===== src/rtl/ras_pkg.sv =====
// ras_pkg: FSM states, default parameters and the spill-slot address helper for ras_spill_ctrl
package ras_pkg;
  typedef enum logic [3:0] {
    IDLE, S_ENC, S_CT, S_WRH, S_WRL, F_RDH, F_RDL, F_DEC, F_PT, F_PUSH
  } state_e;
  localparam int RAS_W = 32;
  localparam int RAS_DEPTH = 64;
  localparam int RAS_FILL_THRESH = 48;
  localparam int RAS_EMPTY_THRESH = 32;
  localparam int RAS_MEM_DEPTH = 256;
  localparam logic [31:0] RAS_MEM_BASE = 32'h0;
  function automatic logic [31:0] addr_hi(input logic [31:0] base, input logic [31:0] k);
    return base + (k << 3);
  endfunction
endpackage


===== src/rtl/ras_spill_ctrl.sv =====
// ras_spill_ctrl: spills the oldest return-stack entries to memory through a cipher and fills them back with a tag check
//   core side   : occ, push, pop, bottom_data in; bottom_pop, bottom_push, bottom_din, rdy out
//   cipher side : enc_valid/enc_ready/enc_mode/enc_din request, ct_valid/ct_ready/ct_din result
//   memory side : mem_addr, mem_din, mem_rd, mem_wr out; mem_dout, mem_rdy in
//   status      : spill_cnt, mem_full (sticky), integrity_err (pulse)
module ras_spill_ctrl
  import ras_pkg::*;
#(
  parameter int W = RAS_W,
  parameter int DEPTH = RAS_DEPTH,
  parameter int FILL_THRESH = RAS_FILL_THRESH,
  parameter int EMPTY_THRESH = RAS_EMPTY_THRESH,
  parameter int MEM_DEPTH = RAS_MEM_DEPTH,
  parameter logic [31:0] MEM_BASE = RAS_MEM_BASE
) (
  input  logic                           clk,
  input  logic                           arst_n,
  input  logic [$clog2(DEPTH):0]         occ,
  input  logic                           push,
  input  logic                           pop,
  input  logic [W-1:0]                   bottom_data,
  output logic                           bottom_pop,
  output logic                           bottom_push,
  output logic [W-1:0]                   bottom_din,
  output logic                           enc_valid,
  input  logic                           enc_ready,
  output logic                           enc_mode,
  output logic [2*W-1:0]                 enc_din,
  input  logic                           ct_valid,
  output logic                           ct_ready,
  input  logic [2*W-1:0]                 ct_din,
  output logic [31:0]                    mem_addr,
  output logic [W-1:0]                   mem_din,
  input  logic [W-1:0]                   mem_dout,
  output logic                           mem_rd,
  output logic                           mem_wr,
  input  logic                           mem_rdy,
  output logic                           rdy,
  output logic [$clog2(MEM_DEPTH):0]     spill_cnt,
  output logic                           mem_full,
  output logic                           integrity_err
);
  localparam int OW = $clog2(DEPTH) + 1;
  localparam int CW = $clog2(MEM_DEPTH) + 1;
  localparam logic [OW-1:0] FT = OW'(FILL_THRESH);
  localparam logic [OW-1:0] ET = OW'(EMPTY_THRESH);
  localparam logic [CW-1:0] MD = CW'(MEM_DEPTH);
  state_e state_q;
  logic [CW-1:0] spill_cnt_q;
  logic mem_full_q;
  logic [2*W-1:0] blk_q;
  logic fill_ph, lo_ph, tag_ok;
  logic [CW-1:0] idx;
  logic [31:0] k_addr;
  logic [W-1:0] tag;
  // a spill targets the next free slot, a fill the most recently written one
  assign fill_ph = state_q inside {F_RDH, F_RDL, F_DEC, F_PT, F_PUSH};
  assign lo_ph = state_q == S_WRL || state_q == F_RDL;
  assign idx = fill_ph ? spill_cnt_q - 1'b1 : spill_cnt_q;
  assign k_addr = addr_hi(MEM_BASE, 32'(idx));
  assign tag = W'(k_addr);
  assign tag_ok = blk_q[2*W-1:W] == tag;
  assign rdy = state_q == IDLE;
  assign enc_valid = state_q == S_ENC || state_q == F_DEC;
  assign enc_mode = state_q == F_DEC;
  assign enc_din = state_q == S_ENC ? {tag, bottom_data} : blk_q;
  assign ct_ready = state_q == S_CT || state_q == F_PT;
  assign bottom_pop = state_q == S_ENC && enc_ready;
  assign bottom_push = state_q == F_PUSH && tag_ok;
  assign integrity_err = state_q == F_PUSH && !tag_ok;
  assign bottom_din = blk_q[W-1:0];
  assign mem_wr = state_q == S_WRH || state_q == S_WRL;
  assign mem_rd = state_q == F_RDH || state_q == F_RDL;
  assign mem_addr = k_addr + (lo_ph ? 32'd4 : 32'd0);
  assign mem_din = state_q == S_WRL ? blk_q[W-1:0] : blk_q[2*W-1:W];
  assign spill_cnt = spill_cnt_q;
  assign mem_full = mem_full_q;
  // blk_q holds the ciphertext on a spill and the read-back/decrypted block on a fill
  always_ff @(posedge clk or negedge arst_n) begin
    if (!arst_n) begin
      state_q <= IDLE;
      spill_cnt_q <= '0;
      mem_full_q <= 1'b0;
      blk_q <= '0;
    end else begin
      case (state_q)
        IDLE: begin
          if (occ >= FT && spill_cnt_q == MD) mem_full_q <= 1'b1;
          if (!push && !pop) begin
            if (occ >= FT && spill_cnt_q < MD) state_q <= S_ENC;
            else if (occ <= ET && spill_cnt_q != '0) state_q <= F_RDH;
          end
        end
        S_ENC: if (enc_ready) state_q <= S_CT;
        S_CT: if (ct_valid) begin
          blk_q <= ct_din;
          state_q <= S_WRH;
        end
        S_WRH: if (mem_rdy) state_q <= S_WRL;
        S_WRL: if (mem_rdy) begin
          spill_cnt_q <= spill_cnt_q + 1'b1;
          state_q <= IDLE;
        end
        F_RDH: if (mem_rdy) begin
          blk_q[2*W-1:W] <= mem_dout;
          state_q <= F_RDL;
        end
        F_RDL: if (mem_rdy) begin
          blk_q[W-1:0] <= mem_dout;
          state_q <= F_DEC;
        end
        F_DEC: if (enc_ready) state_q <= F_PT;
        F_PT: if (ct_valid) begin
          blk_q <= ct_din;
          state_q <= F_PUSH;
        end
        F_PUSH: begin
          spill_cnt_q <= spill_cnt_q - 1'b1;
          mem_full_q <= 1'b0;
          state_q <= IDLE;
        end
        default: state_q <= IDLE;
      endcase
    end
  end
endmodule


===== config.mk =====
export PLATFORM = sky130hd
export DESIGN_NAME = ras_spill_ctrl
export DESIGN_NICKNAME = d
export VERILOG_FILES = /design/src/rtl/ras_pkg.sv /design/src/rtl/ras_spill_ctrl.sv
export SDC_FILE = /design/constraint.sdc
export NUM_CORES = 1
export LEC_CHECK = 0
export CORE_MARGIN = 4
export CORE_UTILIZATION = 43
export DETAILED_ROUTE_END_ITERATION = 10
export GPL_ROUTABILITY_DRIVEN = 0
export HOLD_SLACK_MARGIN = 0.08
export PLACE_DENSITY_LB_ADDON = 0.05
export REMOVE_ABC_BUFFERS = 1
export SKIP_LAST_GASP = 1
export SYNTH_ARGS = -nofsm -noshare
export SYNTH_HDL_FRONTEND = slang
export SYNTH_SLANG_ARGS = --single-unit

===== constraint.sdc =====
create_clock -name clk -period 6.42 [get_ports clk]
set_input_delay 1.284 -clock clk [delete_from_list [all_inputs] [get_ports clk]]
set_output_delay 1.284 -clock clk [all_outputs]
set_load 0.01 [all_outputs]

==> results of run 1 <==
## metal layers
metal,global-route usage,wire length [um],vias up
li1,-,-,2833
met1,0.2938,7949,2697
met2,0.4517,10430,287
met3,0.07633,1670,37
met4,0.09155,498,0
met5,0,0,-
## cells by family (layout without fill, tap and decap cells)
family	count (synthesis)	count (layout)	synth area share
mux	95	95	0.1697
flops	78	78	0.3347
simple gates	282	282	0.2143
buf+inv	110	330	0.1107
fa+ha+maj	3	3	0.006437
other cells	1	22	0.0006430
compound gates	120	120	0.1232
xor+xnor	26	26	0.04034
## stage by stage
step | hold WS [ps] | power, mW | utilization | setup TNS (ps)
finish | 524.0 | 4.800 | 0.6704 | 0
global route | 556.5 | 5.129 | 0.6704 | 0
CTS | 527.6 | 4.835 | 0.6704 | 0
detailed placement | 513.2 | 4.289 | 0.6476 | 0
global placement | 483.0 | 4.229 | 0.6476 | 0
floorplan | 472.5 | 2.678 | - | -146730
## final cells by class
cell class                      count  area (sq um)  share of cell area
Timing Repair Buffer              303          3018              0.3399
Multi-Input combinational cell    548          3344              0.3767
Tap cell                          176         220.2             0.02480
Clock inverter                      3         42.54            0.004791
Sequential cell                    78          1952              0.2198
Inverter                           11         41.29            0.004651
Clock buffer                       13         260.3             0.02931
## power by group through the flow
stage	Combinational, mW	Clock (mW)	Sequential (mW)
detailed placement	3.22	0	1.07
floorplan	1.67	0	1.01
CTS	3.25	0.527	1.06
global placement	3.17	0	1.05
finish	3.22	0.518	1.07
global route	3.47	0.549	1.11
## cells in the mapped netlist, drive strengths merged (2+ instances only)
| library cell | instances |
|---|---|
| inv | 11 |
| and2 | 25 |
| clkbuf | 30 |
| mux2 | 31 |
| o21ai | 47 |
| or2 | 3 |
| nand3b | 2 |
| or3 | 2 |
| mux2i | 64 |
| a21oi | 39 |
| nand4 | 3 |
| and3 | 2 |
| ha | 3 |
| nand2b | 4 |
| a211oi | 3 |
| nand3 | 4 |
| nor3 | 6 |
| buf | 69 |
| nor4b | 2 |
| a31oi | 5 |
| xnor2 | 17 |
| a32oi | 2 |
| nor2 | 51 |
| or4 | 4 |
| nand2 | 160 |
| a2bb2oi | 2 |
| nor2b | 3 |
| o211a | 2 |
| o22ai | 3 |
| xor2 | 9 |
| nor4 | 7 |
| nor3b | 2 |
| dfrtp | 78 |
| a2111oi | 2 |
## how the worst max path moves through the flow
stage               startpoint           to  cells past startpoint
floorplan           state_q[3]     ct_ready                      2
global route        state_q[2]  bottom_push                      8
finish              state_q[2]  bottom_push                      8
CTS                 state_q[2]  bottom_push                      8
global placement    state_q[3]  bottom_push                      8
detailed placement  state_q[2]  bottom_push                      8
## worst register-to-register path: stages, from the launching register on
cell and delay, ps:
dfrtp_1 700, xor2_1 250, nor3b_2 350, buf_4 540
buf_4 610, mux2i_1 330, o21ai_0 100
## state kept, by name (all words and copies together) (netlist names)
name,flops
blk_q,64
spill_cnt,9
state_q,4
mem_full,1
## cells in the final DEF (no fill, tap or decap), drive strengths merged, types with 6 or more instances in the layout
cell type      Yosys  final
a21oi             39     39
and2              25     25
buf               69      6
clkbuf            30     13
clkdlybuf4s50      0    297
conb               1     22
dfrtp             78     78
inv               11     11
mux2              31     31
mux2i             64     64
nand2            160    160
nor2              51     51
nor3               6      6
nor4               7      7
o21ai             47     47
xnor2             17     17
xor2               9      9
==> reports/qor.csv, run 1 <==
metric;value;unit
ys async rst share;1.000;
Cell variety after synth;60;
RSZ-0062 raised after global routing;false;
critical path's top delay family;simple AND/OR/NAND/NOR gates;
initial core utilization;0.4404;
Final min period;4948;ps
Slew @ Worst Pin;1195;ps
Max Slew Vio Count;0;
biggest area consumer among synthesized cells;dfrtp_1;
Critical Path Start Type;flip-flop;
post-CTS resize count;0;
hold path start;blk_q[47];
Int Power;2.748;mW
most used flip-flop cell after synthesis;dfrtp_1;
Post-synth EDFFs;0;
Final nets;1096;
ANT nets after route;0;
port bufs;298;
Cell Rows;42;
core area;13240;sq um
post-synthesis register bit count;78;
first-pass GRT wire length;32290;um
Final HPWL DP;15520;um
drt pass-1 iters;5;
Sw Pwr;2.052;mW
largest cells by area after synthesis;dfrtp_1 33%, mux2i_1 11%, nand2_1 10%, buf_4 7.2%, mux2_2 6.0%;
WP buf/inv;1;
fmax;202.1;MHz
filler cell count;1066;
CP Data Arrival Time;3660;ps
antenna violations before repair;0;
num ports;321;
Worst Clk Skew;6.033;ps
Synth top area share;0.3347;
gr ovfl total;0;
mapped cell area;5832;sq um
Hold Fails Final Rpt;0;
Reg2Reg Depth;6;
Longest Clk Path Bufs;2;
clock sink count;78;
sequential-to-total area share from yosys stat;0.3347;
crit path max fanout;17;
Post-Synthesis Cells;715;
sequential share of power;0.222;
Setup-failing EPs final;0;
Worst IR Drop VDD;273.9;uV
Tcrit/Tclk final;0.7707;
GRT Resource Usage Total;0.2563;
number of H-tree levels;3;
die width;124.5;um
Layout area overhead;52.24;%
Hold EP;blk_q[47];
CP max-delay cell;dfrtp_1;
clock transition at the registers of the reported paths;60;ps
Synth Area per Inst;8.156;sq um
pre-CTS setup slack;1939;ps
type of the tightest min-delay check;flip-flop to flip-flop;
Ant. Diodes;0;
Finished Layout Cells;1132;
Comb pwr share;0.670;
yosys warns;0;
Root Buffer;clkbuf_16;
Static Leak;3.680;nW
Reg2Reg Launch Point;state_q[3];
vias per inst;5.171;
relative slew slack;0.2032;
RR Endpoint;blk_q[37];
CTS buffer count;9;
hold-critical path depth;2;
number of global-route vias before repair;6113;
Post-route DRC;0;
Clk pwr share;0.108;
R2R Setup Slk;3380;ps
CP Cell Sequence;nand2b_1 > o22ai_1 > nand4_1 > xnor2_2 > xnor2_1 > nor4b_1 > and4_1 > clkdlybuf4s50_1;
switch share;0.4276;
Setup Buffers After CTS;0;
Max-cap violations;0;
power per cell area;540.6;nW/um^2
Post-DP Area;8576;sq um
Starting DRT DRC Count;460;
slowest cell delay on critical path;680;ps
DRT Wirelength;20550;um
final worst slack;1472;ps
TritonCTS clock tree;built;
Cells after DPL;1116;
WS Path Type;flip-flop to output pin;
# hold bufs at CTS;0;
Final Cell Area;8879;sq um
outcome;finished, final reports clean;
via count;5854;
crit end category;output pin;
Die Y;124.5;um
clock latency on the worst-skew pair;330;ps
Die ar.;15490;sq um
largest net degree at the start of global routing;79;
WL per Instance;18.16;um
ratio of cells with drive above 1 in the final layout;0.07008;
Worst EP required;5140;ps
(Power assumes the default switching activity.)
==> run 2: changes to the inputs <==
Settings changed: CORE_UTILIZATION 43 to 36.
Clock period 6.42 ns to 4.2 ns, I/O delays scaled along.
==> run 2 against run 1 <==
Net effect:
- first-iteration DRC count shrank 9.3%
- critical path depth shrank 2
- global-route usage shrank 3.0 points
- cell area grew 1.4%
- worst hold slack lost 28 ps
- cell count grew 4.1%
- clock-buffer cell count shrank 1
- power grew 55%
- combinational power grew 56%
- sequential share of layout area shrank 0.27 points
- largest cell class unchanged
==> reports/qor.csv, run 2 (synthesis results as in run 1) <==
metric;value;unit;change
WL per Instance;18.13;um;-0.17%
clock sink count;78;;unchanged
Static Leak;3.721;nW;+1.1%
die width;135.3;um;+8.7%
vias per inst;5.021;;-2.9%
crit end category;output pin;;
# hold bufs at CTS;0;;unchanged
Worst IR Drop VDD;415.8;uV;+52%
type of the tightest min-delay check;flip-flop to flip-flop;;
Cells after DPL;1162;;+4.1%
Starting DRT DRC Count;417;;-9.3%
slowest cell delay on critical path;550;ps;-130 ps
power per cell area;825.2;nW/um^2;+53%
clock transition at the registers of the reported paths;60;ps;about the same
max reg flops;64;;unchanged
CP Data Arrival Time;3210;ps;-450 ps
CP max-delay cell;clkdlybuf4s50_1;;
WP buf/inv;1;;unchanged
Slew @ Worst Pin;1061;ps;-134.6 ps
outcome;finished, final reports clean;;
Setup Buffers After CTS;0;;unchanged
DRT Wirelength;21350;um;+3.9%
Hold EP;mem_full;;
Reg2Reg Depth;6;;unchanged
Die ar.;18300;sq um;+18%
met3 wire len;1753;um;+5.0%
via count;5915;;+1.0%
Reg2Reg Launch Point;state_q[1];;
Worst EP required;3360;ps;-1780 ps
antenna violations before repair;1;;+1
setup TNS;0;ps;unchanged
TritonCTS clock tree;built;;
most common cell after layout, fill and taps aside;clkdlybuf4s50_1;;
drt pass-1 iters;5;;unchanged
Sw Pwr;3.182;mW;+55%
most frequent cells in the layout;297 x clkdlybuf4s50_1, 160 x nand2_1, 76 x dfrtp_1, 64 x mux2i_1, 50 x nor2_1;;
fmax;247.1;MHz;
switch share;0.4283;;+0.0006965
WL met2;10680;um;+2.3%
critical path's top delay family;simple AND/OR/NAND/NOR gates;;
hold-critical path depth;2;;unchanged
Max-cap violations;0;;unchanged
Comb pwr share;0.674;;+0.004
Setup-failing EPs final;0;;unchanged
sequential share of power;0.218;;-0.004
ratio of cells with drive above 1 in the final layout;0.08108;;+0.01100
Finished Layout Cells;1178;;+4.1%
ANT nets after route;0;;unchanged
Clk pwr share;0.108;;about the same
Hold Fails Final Rpt;0;;unchanged
Root Buffer;clkbuf_16;;
crit path max fanout;4;;-13
M1 WL;8338;um;+4.9%
number of global-route vias before repair;6048;;-1.1%
Final HPWL DP;16330;um;+5.2%
hold path start;mem_full;;
first-pass GRT wire length;32730;um;+1.4%
Final min period;4047;ps;
RR Endpoint;state_q[2];;
CTS buffer count;9;;unchanged
GRT Resource Usage Total;0.2264;;-0.02992
number of H-tree levels;3;;unchanged
gr ovfl total;0;;unchanged
num ports;321;;unchanged
Longest Clk Path Bufs;2;;unchanged
Die Y;135.3;um;+8.7%
Int Power;4.247;mW;+55%
Ant. Diodes;0;;unchanged
relative slew slack;0.2930;;+0.08973
CP Cell Sequence;or4_1 > nor4_1 > o2111ai_1 > nor4b_1 > and4_1 > clkdlybuf4s50_1;;
initial core utilization;0.3671;;-0.07326
Layout area overhead;54.37;%;
Cell Rows;46;;+9.5%
Critical Path Start Type;flip-flop;;
core area;15890;sq um;+20%
top sig layer;met5;;
Worst Clk Skew;4.088;ps;-1.946 ps
Final nets;1102;;+0.55%
port bufs;298;;unchanged
Pwr Total;7.429;mW;+55%
clock latency on the worst-skew pair;330;ps;about the same
largest net degree at the start of global routing;79;;unchanged
WS Path Type;flip-flop to output pin;;
R2R Setup Slk;1760;ps;-1620 ps
Max Slew Vio Count;0;;unchanged
Post-route DRC;0;;unchanged
Biggest register;blk_q;;
RSZ-0062 raised after global routing;true;;
Tcrit/Tclk final;0.9636;;
run 2: cell count changes in the layout (fill, tap and decap cells not counted), sizes merged:
cell,change
clkinv,+2
buf,+6
clkinvlp,-1
clkbuf,-1
run 2: repair_timing:
| item | 4_1_cts | 5_1_grt |
|---|---|---|
| endpoints found under the setup margin | 2 | 10 |
| gates cloned | 0 | 0 |
| gates resized for setup | 2 | 3 |
| pin swaps | 0 | 0 |
run 2: worst max path at each step:
stage | from | end | cells after the start
2_1_floorplan | state_q[3] | state_q[2] | 7
3_3_place_gp | state_q[2] | bottom_push | 8
3_5_place_dp | state_q[2] | bottom_push | 8
4_1_cts | state_q[0] | enc_din[53] | 5
5_1_grt | state_q[2] | bottom_push | 8
6_report | blk_q[47] | bottom_push | 6
run 2: layer usage:
| layer | vias to the layer above | GRT usage |
|---|---|---|
| met2 | 264 | 0.3852 |
| li1 | 2842 | - |
| met3 | 34 | 0.06798 |
| met5 | - | 0 |
| met4 | 2 | 0.08007 |
| met1 | 2773 | 0.2717 |
run 2: area by class of cell:
| class | instances | area (sq um) |
|---|---|---|
| multi-input cells | 548 | 3359 |
| repair buffers | 309 | 3075 |
| flip-flops and latches | 78 | 1954 |
| clock inverters | 4 | 45.04 |
| well taps | 216 | 270.3 |
| inverters | 11 | 41.29 |
| clock buffers | 12 | 256.5 |
| fillers | 1455 | 6883 |
run 2: per-stage QoR:
stage | utilization | hold slack, ps | area, sq um | worst slack, ps
global route | 0.5667 | 548.2 | 9002 | -32.46
detailed placement | 0.5466 | 488.1 | 8683 | 189.2
floorplan | - | 472.5 | 5306 | -4699
CTS | 0.5661 | 501.7 | 8992 | 78.74
global placement | 0.5466 | 481.7 | 8683 | 321.6
finish | 0.5667 | 495.9 | 9002 | 153.0
run 2: tightest hold or removal path: stages, from the launching register on:
cell and delay [ps]:
dfrtp_1 340, nor2_1 50, nor2_1 70
run 2: power groups by stage:
stage / clock network [mW] / logic (mW) / registers (mW)
after floorplan: 0 / 2.46 / 1.54
after CTS: 0.825 / 5.05 / 1.62
after global placement: 0 / 4.96 / 1.61
after global routing: 0.862 / 5.40 / 1.68
final: 0.800 / 5.01 / 1.62
after detailed placement: 0 / 5.01 / 1.62
==> run 3: changes to the inputs <==
Settings changed: SETUP_SLACK_MARGIN set to 0.15.
==> run 3 against run 2 <==
Net effect:
- clock-buffer cell count unchanged
- clock power about the same
- routed wire length up 0.35%
- fmax up 5.0%
- combinational power about the same
- first-iteration DRC count up 14%
- cell count up 0.25%
- non-clock buffer count up 3
- critical path type unchanged
- largest cell class unchanged
==> reports/qor.csv, run 3 (synthesis results as in run 1) <==
metric;value;unit;change
number of H-tree levels;3;;unchanged
largest net degree at the start of global routing;79;;unchanged
core area;15890;sq um;unchanged
Longest Clk Path Bufs;2;;unchanged
Max Slew Vio Count;0;;unchanged
max reg flops;64;;unchanged
Hold Fails Final Rpt;0;;unchanged
CTS buffer count;9;;unchanged
Ant. Diodes;0;;unchanged
first-pass GRT wire length;32720;um;about the same
Worst IR Drop VDD;416.1;uV;about the same
Slew @ Worst Pin;1060;ps;-0.8495 ps
Die Y;135.3;um;unchanged
pre-CTS setup slack;189.2;ps;unchanged
ratio of cells with drive above 1 in the final layout;0.08601;;+0.004929
CP Data Arrival Time;3020;ps;-190 ps
die width;135.3;um;unchanged
RR Endpoint;blk_q[46];;
filler cell count;1448;;-0.48%
setup TNS;0;ps;unchanged
clock sink count;78;;unchanged
Setup-failing EPs final;0;;unchanged
most frequent cells in the layout;296 x clkdlybuf4s50_1, 160 x nand2_1, 75 x dfrtp_1, 64 x mux2i_1, 49 x nor2_1;;
Max-cap violations;0;;unchanged
final worst slack;344.8;ps;+191.8 ps
WS Path Type;flip-flop to output pin;;
Worst Clk Skew;4.229;ps;+0.1409 ps
Reg2Reg Depth;6;;unchanged
fmax;259.4;MHz;+5.0%
Critical Path Start Type;flip-flop;;
drt pass-1 iters;5;;unchanged
GRT Resource Usage Total;0.2261;;-0.0002353
crit end category;output pin;;
Static Leak;3.753;nW;+0.88%
Die ar.;18300;sq um;unchanged
ANT nets after route;0;;unchanged
TritonCTS clock tree;built;;
RSZ-0062 raised after global routing;false;;
clock transition at the registers of the reported paths;60;ps;about the same
Starting DRT DRC Count;476;;+14%
CP endpoint;integrity_err;;
Biggest register;blk_q;;
num ports;321;;unchanged
Final Cell Area;9039;sq um;+0.40%
via count;5940;;+0.42%
Final nets;1105;;+0.27%
R2R Setup Slk;1770;ps;about the same
type of the tightest min-delay check;flip-flop to flip-flop;;
Reg2Reg Launch Point;state_q[3];;
Layout area overhead;54.99;%;
Worst EP required;3360;ps;about the same
Final HPWL DP;16330;um;unchanged
Final min period;3855;ps;-191.8 ps
outcome;finished, final reports clean;;
Root Buffer;clkbuf_16;;
number of global-route vias before repair;6031;;-0.28%
port bufs;298;;unchanged
Post-DP Area;8683;sq um;unchanged
Tcrit/Tclk final;0.9179;;-0.04567
power per cell area;825.8;nW/um^2;about the same
DRT Wirelength;21430;um;+0.35%
Post-route DRC;0;;unchanged
relative slew slack;0.2935;;+0.0005660
WL per Instance;18.14;um;about the same
vias per inst;5.030;;+0.17%
gr ovfl total;0;;unchanged
most common cell after layout, fill and taps aside;clkdlybuf4s50_1;;
Cell Rows;46;;unchanged
clock latency on the worst-skew pair;330;ps;about the same
initial core utilization;0.3671;;unchanged
antenna violations before repair;1;;unchanged
crit path max fanout;4;;unchanged
Critical Path Start;blk_q[47];;
-- run 3: cell count changes in the layout (fill, tap and decap cells not counted), sizes merged --
cell and delta:
clkdlybuf4s50 -1, dlymetal6s2s +1, buf +3
-- run 3: final cells by class --
class / count / area, sq um / area share
multi-input cells: 548 / 3369 / 0.3728
inverters: 11 / 41.29 / 0.004568
clock buffers: 12 / 256.5 / 0.02838
clock inverters: 4 / 45.04 / 0.004983
repair buffers: 312 / 3100 / 0.3430
well taps: 216 / 270.3 / 0.02990
flip-flops and latches: 78 / 1956 / 0.2164
-- run 3: what timing repair did --
action                     in CTS  in global routing
gates resized for setup         3                  6
setup endpoints to repair      15                  2
hold buffers                    0                  0
buffers inserted                0                  3
-- run 3: metal layers --
| layer | vias up | GRT usage | part of all wire |
|---|---|---|---|
| met5 | - | 0 | 0.00056 |
| met4 | 2 | 0.07671 | 0.024 |
| met3 | 32 | 0.06835 | 0.083 |
| met2 | 274 | 0.3869 | 0.50 |
| met1 | 2786 | 0.2708 | 0.39 |
| li1 | 2846 | - | - |
-- run 3: worst min path at each step --
| stage | start | end | slack, ps | depth (start not counted) |
|---|---|---|---|---|
| after floorplan | blk_q[63] | blk_q[63] | 470 | 2 |
| after global placement | mem_full | mem_full | 480 | 2 |
| after detailed placement | mem_full | mem_full | 490 | 2 |
| after CTS | mem_full | mem_full | 500 | 2 |
| after global routing | mem_full | mem_full | 550 | 2 |
| final | mem_full | mem_full | 500 | 2 |
-- run 3: where the power goes --
| group | switching [mW] | internal, mW | leakage [nW] |
|---|---|---|---|
| Clock | 0.311 | 0.490 | 0.152 |
| Sequential | 0.514 | 1.10 | 0.926 |
| Combinational | 2.37 | 2.67 | 2.68 |
-- run 3: worst max-delay path: stages (launching register included) --
cell and delay (ps):
dfrtp_1 400, or4_1 530, nor4_1 430, o2111ai_1 280, nor4b_1 380, a31oi_1 150, clkdlybuf4s50_1 510
-- run 3: stage by stage --
| step | power (mW) | std cells | util | hold slack [ps] |
|---|---|---|---|---|
| 2_1_floorplan | 4.003 | 637 | - | 472.5 |
| 3_3_place_gp | 6.571 | 1162 | 0.5466 | 481.7 |
| 3_5_place_dp | 6.628 | 1162 | 0.5466 | 488.1 |
| 4_1_cts | 7.493 | 1178 | 0.5663 | 501.7 |
| 5_1_grt | 7.974 | 1181 | 0.5690 | 548.2 |
| 6_report | 7.464 | 1181 | 0.5690 | 496.9 |
